[src/rtl/flash_pkg.sv]
// Shared types and width helpers for the LED flash driver and its neighbours.
package flash_pkg;

  typedef enum logic [1:0] {
    IDLE = 2'd0,
    ON   = 2'd1,
    GAP  = 2'd2
  } state_t;

  // Down-counter width: must hold max(hold, gap) - 1, at least one bit.
  function automatic int unsigned cnt_width(input int unsigned hold_cycles,
                                            input int unsigned gap_cycles);
    int unsigned m;
    m = (hold_cycles > gap_cycles) ? hold_cycles : gap_cycles;
    return (m < 2) ? 1 : $clog2(m);
  endfunction

  // Pending-counter width: must hold 0..max_pending inclusive.
  function automatic int unsigned pend_width(input int unsigned max_pending);
    return (max_pending < 1) ? 1 : $clog2(max_pending + 1);
  endfunction

endpackage

[src/rtl/rise_detect.sv]
// Rising-edge detector: one-cycle pulse on each low-to-high transition of in.
module rise_detect (
  input  logic clock,
  input  logic reset,
  input  logic in,
  output logic out
);

  logic pulse_q;

  always_ff @(posedge clock or posedge reset) begin
    if (reset) begin
      pulse_q <= 1'b0;
    end else begin
      pulse_q <= in;
    end
  end

  assign out = in & ~pulse_q;

endmodule

[src/rtl/pulse_flash_driver.sv]
// Turns single-cycle events into fixed-length LED flashes separated by a forced
// off-gap, queueing events that arrive while a flash is in progress.
module pulse_flash_driver
  import flash_pkg::*;
#(
  parameter int unsigned HOLD_CYCLES = 25_000_000,
  parameter int unsigned GAP_CYCLES  = 12_500_000,
  parameter int unsigned MAX_PENDING = 7
) (
  input  logic                                 clock,
  input  logic                                 reset,
  input  logic                                 pulse_in,
  output logic                                 led,
  output logic                                 busy,
  output logic [pend_width(MAX_PENDING)-1:0]   pending,
  output logic                                 overflow
);

  localparam int unsigned CW = cnt_width(HOLD_CYCLES, GAP_CYCLES);
  localparam int unsigned PW = pend_width(MAX_PENDING);

  localparam logic [CW-1:0] HOLD_LOAD = CW'(HOLD_CYCLES - 1);
  localparam logic [CW-1:0] GAP_LOAD  = CW'(GAP_CYCLES - 1);
  localparam logic [PW-1:0] PEND_MAX  = PW'(MAX_PENDING);

  state_t        state;
  logic [CW-1:0] cnt;
  logic          ev;

  rise_detect u_rise_detect (
    .clock (clock),
    .reset (reset),
    .in    (pulse_in),
    .out   (ev)
  );

  // FSM, down-counter, pending queue and sticky overflow in one register block.
  always_ff @(posedge clock or posedge reset) begin
    if (reset) begin
      state    <= IDLE;
      cnt      <= '0;
      pending  <= '0;
      overflow <= 1'b0;
      led      <= 1'b0;
      busy     <= 1'b0;
    end else begin
      led  <= (state == ON);
      busy <= (state != IDLE);

      case (state)
        IDLE: begin
          if (ev) begin
            cnt   <= HOLD_LOAD;
            state <= ON;
          end
        end

        ON: begin
          if (ev) begin
            if (pending == PEND_MAX) overflow <= 1'b1;
            else                     pending  <= pending + PW'(1);
          end
          if (cnt == '0) begin
            cnt   <= GAP_LOAD;
            state <= GAP;
          end else begin
            cnt <= cnt - CW'(1);
          end
        end

        GAP: begin
          if (cnt != '0) begin
            cnt <= cnt - CW'(1);
            if (ev) begin
              if (pending == PEND_MAX) overflow <= 1'b1;
              else                     pending  <= pending + PW'(1);
            end
          end else if (ev) begin
            // Same-cycle event restarts directly; the queue is left untouched.
            cnt   <= HOLD_LOAD;
            state <= ON;
          end else if (pending != '0) begin
            cnt     <= HOLD_LOAD;
            state   <= ON;
            pending <= pending - PW'(1);
          end else begin
            state <= IDLE;
          end
        end

        default: begin
          state <= IDLE;
          cnt   <= '0;
        end
      endcase
    end
  end

endmodule

[config.mk]
export PLATFORM = sky130hd
export DESIGN_NAME = pulse_flash_driver
export DESIGN_NICKNAME = d
export VERILOG_FILES = /design/src/rtl/flash_pkg.sv /design/src/rtl/rise_detect.sv /design/src/rtl/pulse_flash_driver.sv
export SDC_FILE = /design/constraint.sdc
export NUM_CORES = 1
export LEC_CHECK = 0
export ABC_AREA = 1
export CORE_ASPECT_RATIO = 1.5
export CORE_UTILIZATION = 50
export CTS_CLUSTER_SIZE = 14
export DETAILED_ROUTE_END_ITERATION = 8
export PLACE_DENSITY = 0.71
export SLEW_MARGIN = 25
export SYNTH_ARGS = -nofsm -noshare
export SYNTH_HDL_FRONTEND = slang
export SYNTH_SLANG_ARGS = --single-unit
[constraint.sdc]
create_clock -name clock -period 2.07 [get_ports clock]
set_input_delay 0.3105 -clock clock [delete_from_list [all_inputs] [get_ports clock]]
set_output_delay 0.3105 -clock clock [all_outputs]
set_load 0.005 [all_outputs]
---- Word-level counts from Yosys, hierarchy flattened ----
Cells that the tools add are included.
operators by class
  reduce and logical (&&, ||, !) cells .... 10
  bitwise logic cells ..................... 2
  eq/ne operators ......................... 10
  muxes and demuxes ....................... 22
  add/subtract/negate cells ............... 3
operator list
  cell                                                                   number
  25-bit 2-to-1 mux                                                      5
  25-bit one-hot mux with 3 select lines                                 1
  25-bit zero test                                                       1
  25-bit nonzero test                                                    1
  25-bit by 1-bit subtractor with 25-bit output (second input constant)  1
  3-bit 2-to-1 mux                                                       5
  2-bit 2-to-1 mux                                                       3
  2-bit != test (second input constant)                                  3
  3-bit != test (second input constant)                                  2
  2-bit one-hot mux with 3 select lines                                  1
  3-bit one-hot mux with 2 select lines                                  1
  3-bit AND reduction                                                    2
  1-bit 2-to-1 mux                                                       5
  4-bit != test (second input constant)                                  1
  2-bit AND reduction                                                    2
  2-bit nonzero test                                                     2
  3-bit by 1-bit adder with 3-bit output (second input constant)         1
  3-bit == test (second input constant)                                  1
  3-bit nonzero test                                                     1
  3-bit by 1-bit subtractor with 3-bit output (second input constant)    1
  2-bit by 1-bit == test with 1-bit output (second input constant)       1
  2-bit == test (second input constant)                                  1
  2-bit zero test                                                        1
  2-bit by 1-bit != test with 1-bit output (second input constant)       1
  other kinds (3)                                                        3
storage, ports and cells
  register bits after elaboration ......... 34
  word-level logic and storage cells ...... 54

---- Logic depth before layout (Yosys ltp) ----
  depth after elaboration ................. 5
  gate-level depth with buffers ........... 12

---- By module ----
From an unflattened synthesis, not the netlist that was laid out.
unflattened totals
  cells, all modules ...................... 341
  area, all modules ....................... 2324.7 um2
by module, submodules not included
  module              area an instance (um2)  cells each  times used
  pulse_flash_driver  2285.9                  337         1
  rise_detect         38.8                    4           1

---- Least setup slack after synthesis ----
OpenSTA, ideal clock, no wires.
  path kind ............................... flip-flop to flip-flop
  start ................................... register cnt[0]
  end ..................................... register cnt[14]
  slack ................................... 0.448 ns
  cell stages (with the launch flop) ...... 13
  arrival time ............................ 1.506 ns
  data required time ...................... 1.954 ns
  buffers on the path ..................... 1
  clock period less this slack ............ 1.622 ns
  cells stage by stage .................... dfrtp_1 inv_1 ha_1 nand3_1 nor2_4 nand3_4 nor2_4 nand2_4 nand2_8 inv_4 buf_6 nand2_1 nand2_1
on the way
  word-level cells in the longest chain between the ends .. 3
  elaborated cells on any way between the ends .. 8
RTL lines
  what                                                                           RTL line                                            text
  from (decl)                                                                    pulse_flash_driver.sv:27                            logic [CW-1:0] cnt;
  from (signal assigned)                                                         pulse_flash_driver.sv:67                            cnt <= cnt - CW'(1);
  from (signal assigned)                                                         pulse_flash_driver.sv:73                            cnt <= cnt - CW'(1);
  25-bit by 1-bit subtractor with 25-bit output, or another cell as far along    pulse_flash_driver.sv:67, pulse_flash_driver.sv:73
  25-bit 2-to-1 mux, or another cell as far along                                pulse_flash_driver.sv:72                            if (cnt != '0) begin
  25-bit one-hot mux with 3 select lines or 2-bit AND reduction (tied branches)  -
Several ways; a longest one is shown, not always the timed one.
A chain may end at the register's enable or synchronous reset.

---- Worst setup path in the final report ----
  start ................................... register cnt[0]
  end ..................................... register cnt[5]
Same word-level chain as after synthesis.

==> flow_summary.rst <==
.. list-table::
   :header-rows: 1

   * - Metric
     - Value
   * - Overall via count from detail_route
     - 2110
   * - Synth top area cells
     - sky130_fd_sc_hd__dfrtp_1 36%, sky130_fd_sc_hd__nand2_1 17%, sky130_fd_sc_hd__nor2_1 7.9%, sky130_fd_sc_hd__inv_1 5.8%, sky130_fd_sc_hd__o21ai_0 4.1%
   * - Worst slack at placement
     - 0.163 ns
   * - Proportion of synthesized chip area in sequential cells
     - 0.365
   * - Worst path max stage delay
     - 0.38 ns
   * - Number of synthesized flops with an enable pin
     - 0
   * - Pre-antenna DRT Iters
     - 4
   * - Clock transition at path regs
     - approximately 0.07 ns
   * - P per Cell Area
     - 578 nW/µm²
   * - Max clock buf depth
     - 2
   * - Net count of the finished layout
     - 364
   * - Worst-case headroom to the max-slew limit
     - 0.709
   * - Dominant cell by count in the synthesized netlist
     - sky130_fd_sc_hd__nand2_1
   * - Number of design rule violations left after detail routing
     - 0
   * - Critical path class
     - flip-flop to flip-flop
   * - Setup repair after global routing missed its margin
     - no
   * - Final hold violations
     - 0
   * - Number of distinct library cells after synthesis
     - 30
   * - Reported leakage power
     - 1.32 nW
   * - Post-Route WL
     - 5240 µm
   * - Area of the core
     - 4500 µm²
   * - CP most frequent cell
     - sky130_fd_sc_hd__nor2_4
   * - Aggregate negative setup slack
     - 0 ns
   * - CP cell instances
     - inv_1 -> ha_1 -> nand3_1 -> nor2_4 -> nand3_4 -> nor2_4 -> nand2_4 -> nand2_8 -> inv_4 -> nand2_1 -> o21ai_2
   * - Average cell area after synthesis
     - 6.98 µm²
   * - # port buffers
     - 8
   * - Transition at the pin with the smallest max-transition slack
     - 0.437 ns
   * - Main flop type after synthesis
     - sky130_fd_sc_hd__dfrtp_1
   * - Filler cell count
     - between 400 and 500
   * - Initial drt markers
     - 49
   * - Number of cells produced by synthesis
     - 334
   * - Run status
     - completed
   * - Initial antenna violation count
     - 0
   * - Post-synth net total
     - 342
   * - Wire per inst
     - 12.9 µm
   * - Pin count of the biggest net entering global routing
     - 35
   * - Quantity of hold-fixing buffers added after cts
     - 0
   * - Number of maximum-capacitance constraint violations
     - 0
   * - YS warnings
     - 0
   * - Antenna cell count
     - 0
   * - CTS tree
     - yes
   * - Die Ht
     - 85.6 µm
   * - Startpoint class of the critical path
     - flip-flop
   * - Highest clock frequency the design can meet
     - 523 MHz
   * - Cell with the biggest individual delay on the critical path
     - sky130_fd_sc_hd__dfrtp_1
   * - Total setup violations reported at the end of the flow
     - 0
   * - Cts bufs inserted
     - 5
   * - Area growth, synth to finish
     - 12.5%
   * - Clock insertion delay at the later pin of the skew report
     - around 0.28 ns
   * - Per-cell via count in the routed design
     - 5.21
   * - Proportion of layout cells with a drive suffix above 1
     - 0.143
   * - Area of all sequential standard cells
     - 851 µm²
   * - Proportion of register bits with asynchronous set or reset after synthesis
     - 1.00
   * - Global-route wire length before repair
     - 9250 µm
   * - Category of the worst setup path capture point
     - flip-flop
   * - Top cell type by total area after synthesis
     - sky130_fd_sc_hd__dfrtp_1
   * - GRT overflow
     - 0
   * - Setup WS post-layout
     - 0.159 ns
   * - H-tree levels
     - 2
   * - Seq cells post-synth
     - 34
   * - Number of antenna-violating nets in the routed design
     - 0
   * - List of most frequent post-synthesis cells
     - 106 x sky130_fd_sc_hd__nand2_1, 49 x sky130_fd_sc_hd__nor2_1, 36 x sky130_fd_sc_hd__inv_1, 34 x sky130_fd_sc_hd__dfrtp_1, 19 x sky130_fd_sc_hd__o21ai_0
   * - Shortest clock period the worst path allows after layout
     - 1.91 ns
   * - Cts repair resizes
     - 0
   * - Final weighted congestion in routability-driven placement
     - ~0.89
   * - Maximum fanout along the worst path
     - 19
   * - Std-Cell Rows
     - 30
   * - Effective utilization at floorplan
     - 0.518
   * - CTS root buf
     - sky130_fd_sc_hd__clkbuf_8
   * - Class of the tightest hold or removal check
     - input port to async pin
   * - Combined global-route utilization of all metal layers
     - 0.243
   * - Number of buffers inserted by post-CTS setup repair
     - 0
   * - Proportion of netlist area held by the largest area contributor
     - 0.365
   * - Width of the die
     - 57.8 µm
   * - Cell area after technology mapping
     - ~2300 µm²
   * - DIE AREA
     - 4950 µm²
   * - HPWL after detailed placement
     - 4110 µm
   * - CP required
     - 2.24 ns
   * - Highest ir drop seen on vdd
     - 0.529 mV
   * - Area occupied by multi-input gates
     - 1290 µm²
   * - Final clock skew
     - between 0.006 and 0.007 ns
   * - Ports
     - 9
   * - Arrival @ worst endpoint
     - 2.08 ns
   * - Number of pins exceeding their max-slew limit in the final report
     - 0
   * - Vias in the first global route
     - 2072
   * - Final Cycle Share
     - 0.923
   * - Number of clock sinks
     - 34
[cells by family after synthesis]
family | synth area share
simple gates | 0.392
flops | 0.365
xor+xnor | 0.0300
compound gates | 0.103
buf+inv | 0.0832
fa+ha+maj | 0.0268
[worst max-delay path, delay by kind of cell (launching register included)]
kind,cells,cell delay (ns)
flip-flops,1,0.38
AND/OR/NAND/NOR,7,0.88
buffers and inverters,2,0.23
adder cells (fa/ha/maj),1,0.23
AO/OA/AOI/OAI,1,0.05
[report_power, final]
group / internal, mW / switching (mW)
registers: 0.693 / 0.0262
clock network: 0.336 / 0.245
logic: 0.106 / 0.110
[per-stage QoR]
| step | hold slack [ns] | std cells | power (mW) | utilization | instance area [µm²] |
|---|---|---|---|---|---|
| 2_1_floorplan | 0.342 | 334 | 0.865 | - | 2330 |
| 3_3_place_gp | 0.464 | 397 | 0.949 | 0.558 | 2510 |
| 3_5_place_dp | 0.473 | 397 | 0.952 | 0.558 | 2510 |
| 4_1_cts | 0.443 | 405 | 1.53 | 0.583 | 2620 |
| 5_1_grt | 0.465 | 405 | 1.59 | 0.583 | 2620 |
| 6_report | 0.423 | 405 | 1.52 | 0.583 | 2620 |
[cell usage in the layout, fill, tap and decap left out, types with 2 or more instances in the layout]
cell type                           n
sky130_fd_sc_hd__nand2_4            2
sky130_fd_sc_hd__inv_2              4
sky130_fd_sc_hd__buf_4             10
sky130_fd_sc_hd__clkdlybuf4s50_1    8
sky130_fd_sc_hd__o211ai_1           3
sky130_fd_sc_hd__nor2_4             4
sky130_fd_sc_hd__o21ai_2            6
sky130_fd_sc_hd__nand3_2            2
sky130_fd_sc_hd__nand2_1          106
sky130_fd_sc_hd__nor2_2             7
sky130_fd_sc_hd__a21oi_1            6
sky130_fd_sc_hd__nor3_1             4
sky130_fd_sc_hd__o2111ai_1          2
sky130_fd_sc_hd__nor2_1            49
sky130_fd_sc_hd__inv_1             36
sky130_fd_sc_hd__o21ai_1            3
sky130_fd_sc_hd__ha_1               5
sky130_fd_sc_hd__clkbuf_8           8
sky130_fd_sc_hd__nand2_2            4
sky130_fd_sc_hd__nand4_1            5
sky130_fd_sc_hd__o21ai_0           19
sky130_fd_sc_hd__xor2_1             7
sky130_fd_sc_hd__dfrtp_1           34
sky130_fd_sc_hd__nand3_1           15
[layer usage]
metal	share of wire	GRT usage
met1	0.42	0.274
met3	0.019	0.0362
met4	0.031	0.106
met2	0.53	0.445
met5	0	0
[final timing paths]
| kind | startpoint | to | slack (ns) | depth (start not counted) |
|---|---|---|---|---|
| worst max-delay path | cnt[0] | cnt[5] | 0.16 | 11 |
| worst min-delay path | reset | busy | 0.42 | 3 |
| min in group clock | overflow | overflow | 0.48 | 1 |
| worst min register to register | overflow | overflow | 0.48 | 1 |
| worst max register to register | cnt[0] | cnt[5] | 0.16 | 11 |
| max in group asynchronous | reset | cnt[10] | 1.33 | 3 |
[sequential cells by signal (all words and copies together) (netlist names)]
| name | flops |
|---|---|
| cnt | 25 |
| pending | 3 |
| state | 2 |
| busy | 1 |
| led | 1 |
| overflow | 1 |
| u_rise_detect.pulse_q | 1 |
[area by class of cell]
cell class | count | area share
Clock buffer | 8 | 0.0420
Sequential cell | 34 | 0.324
Timing Repair Buffer | 18 | 0.0591
Tap cell | 48 | 0.0229
Inverter | 42 | 0.0610
Multi-Input combinational cell | 255 | 0.491
No activity file was read; power rests on OpenSTA's default activity.
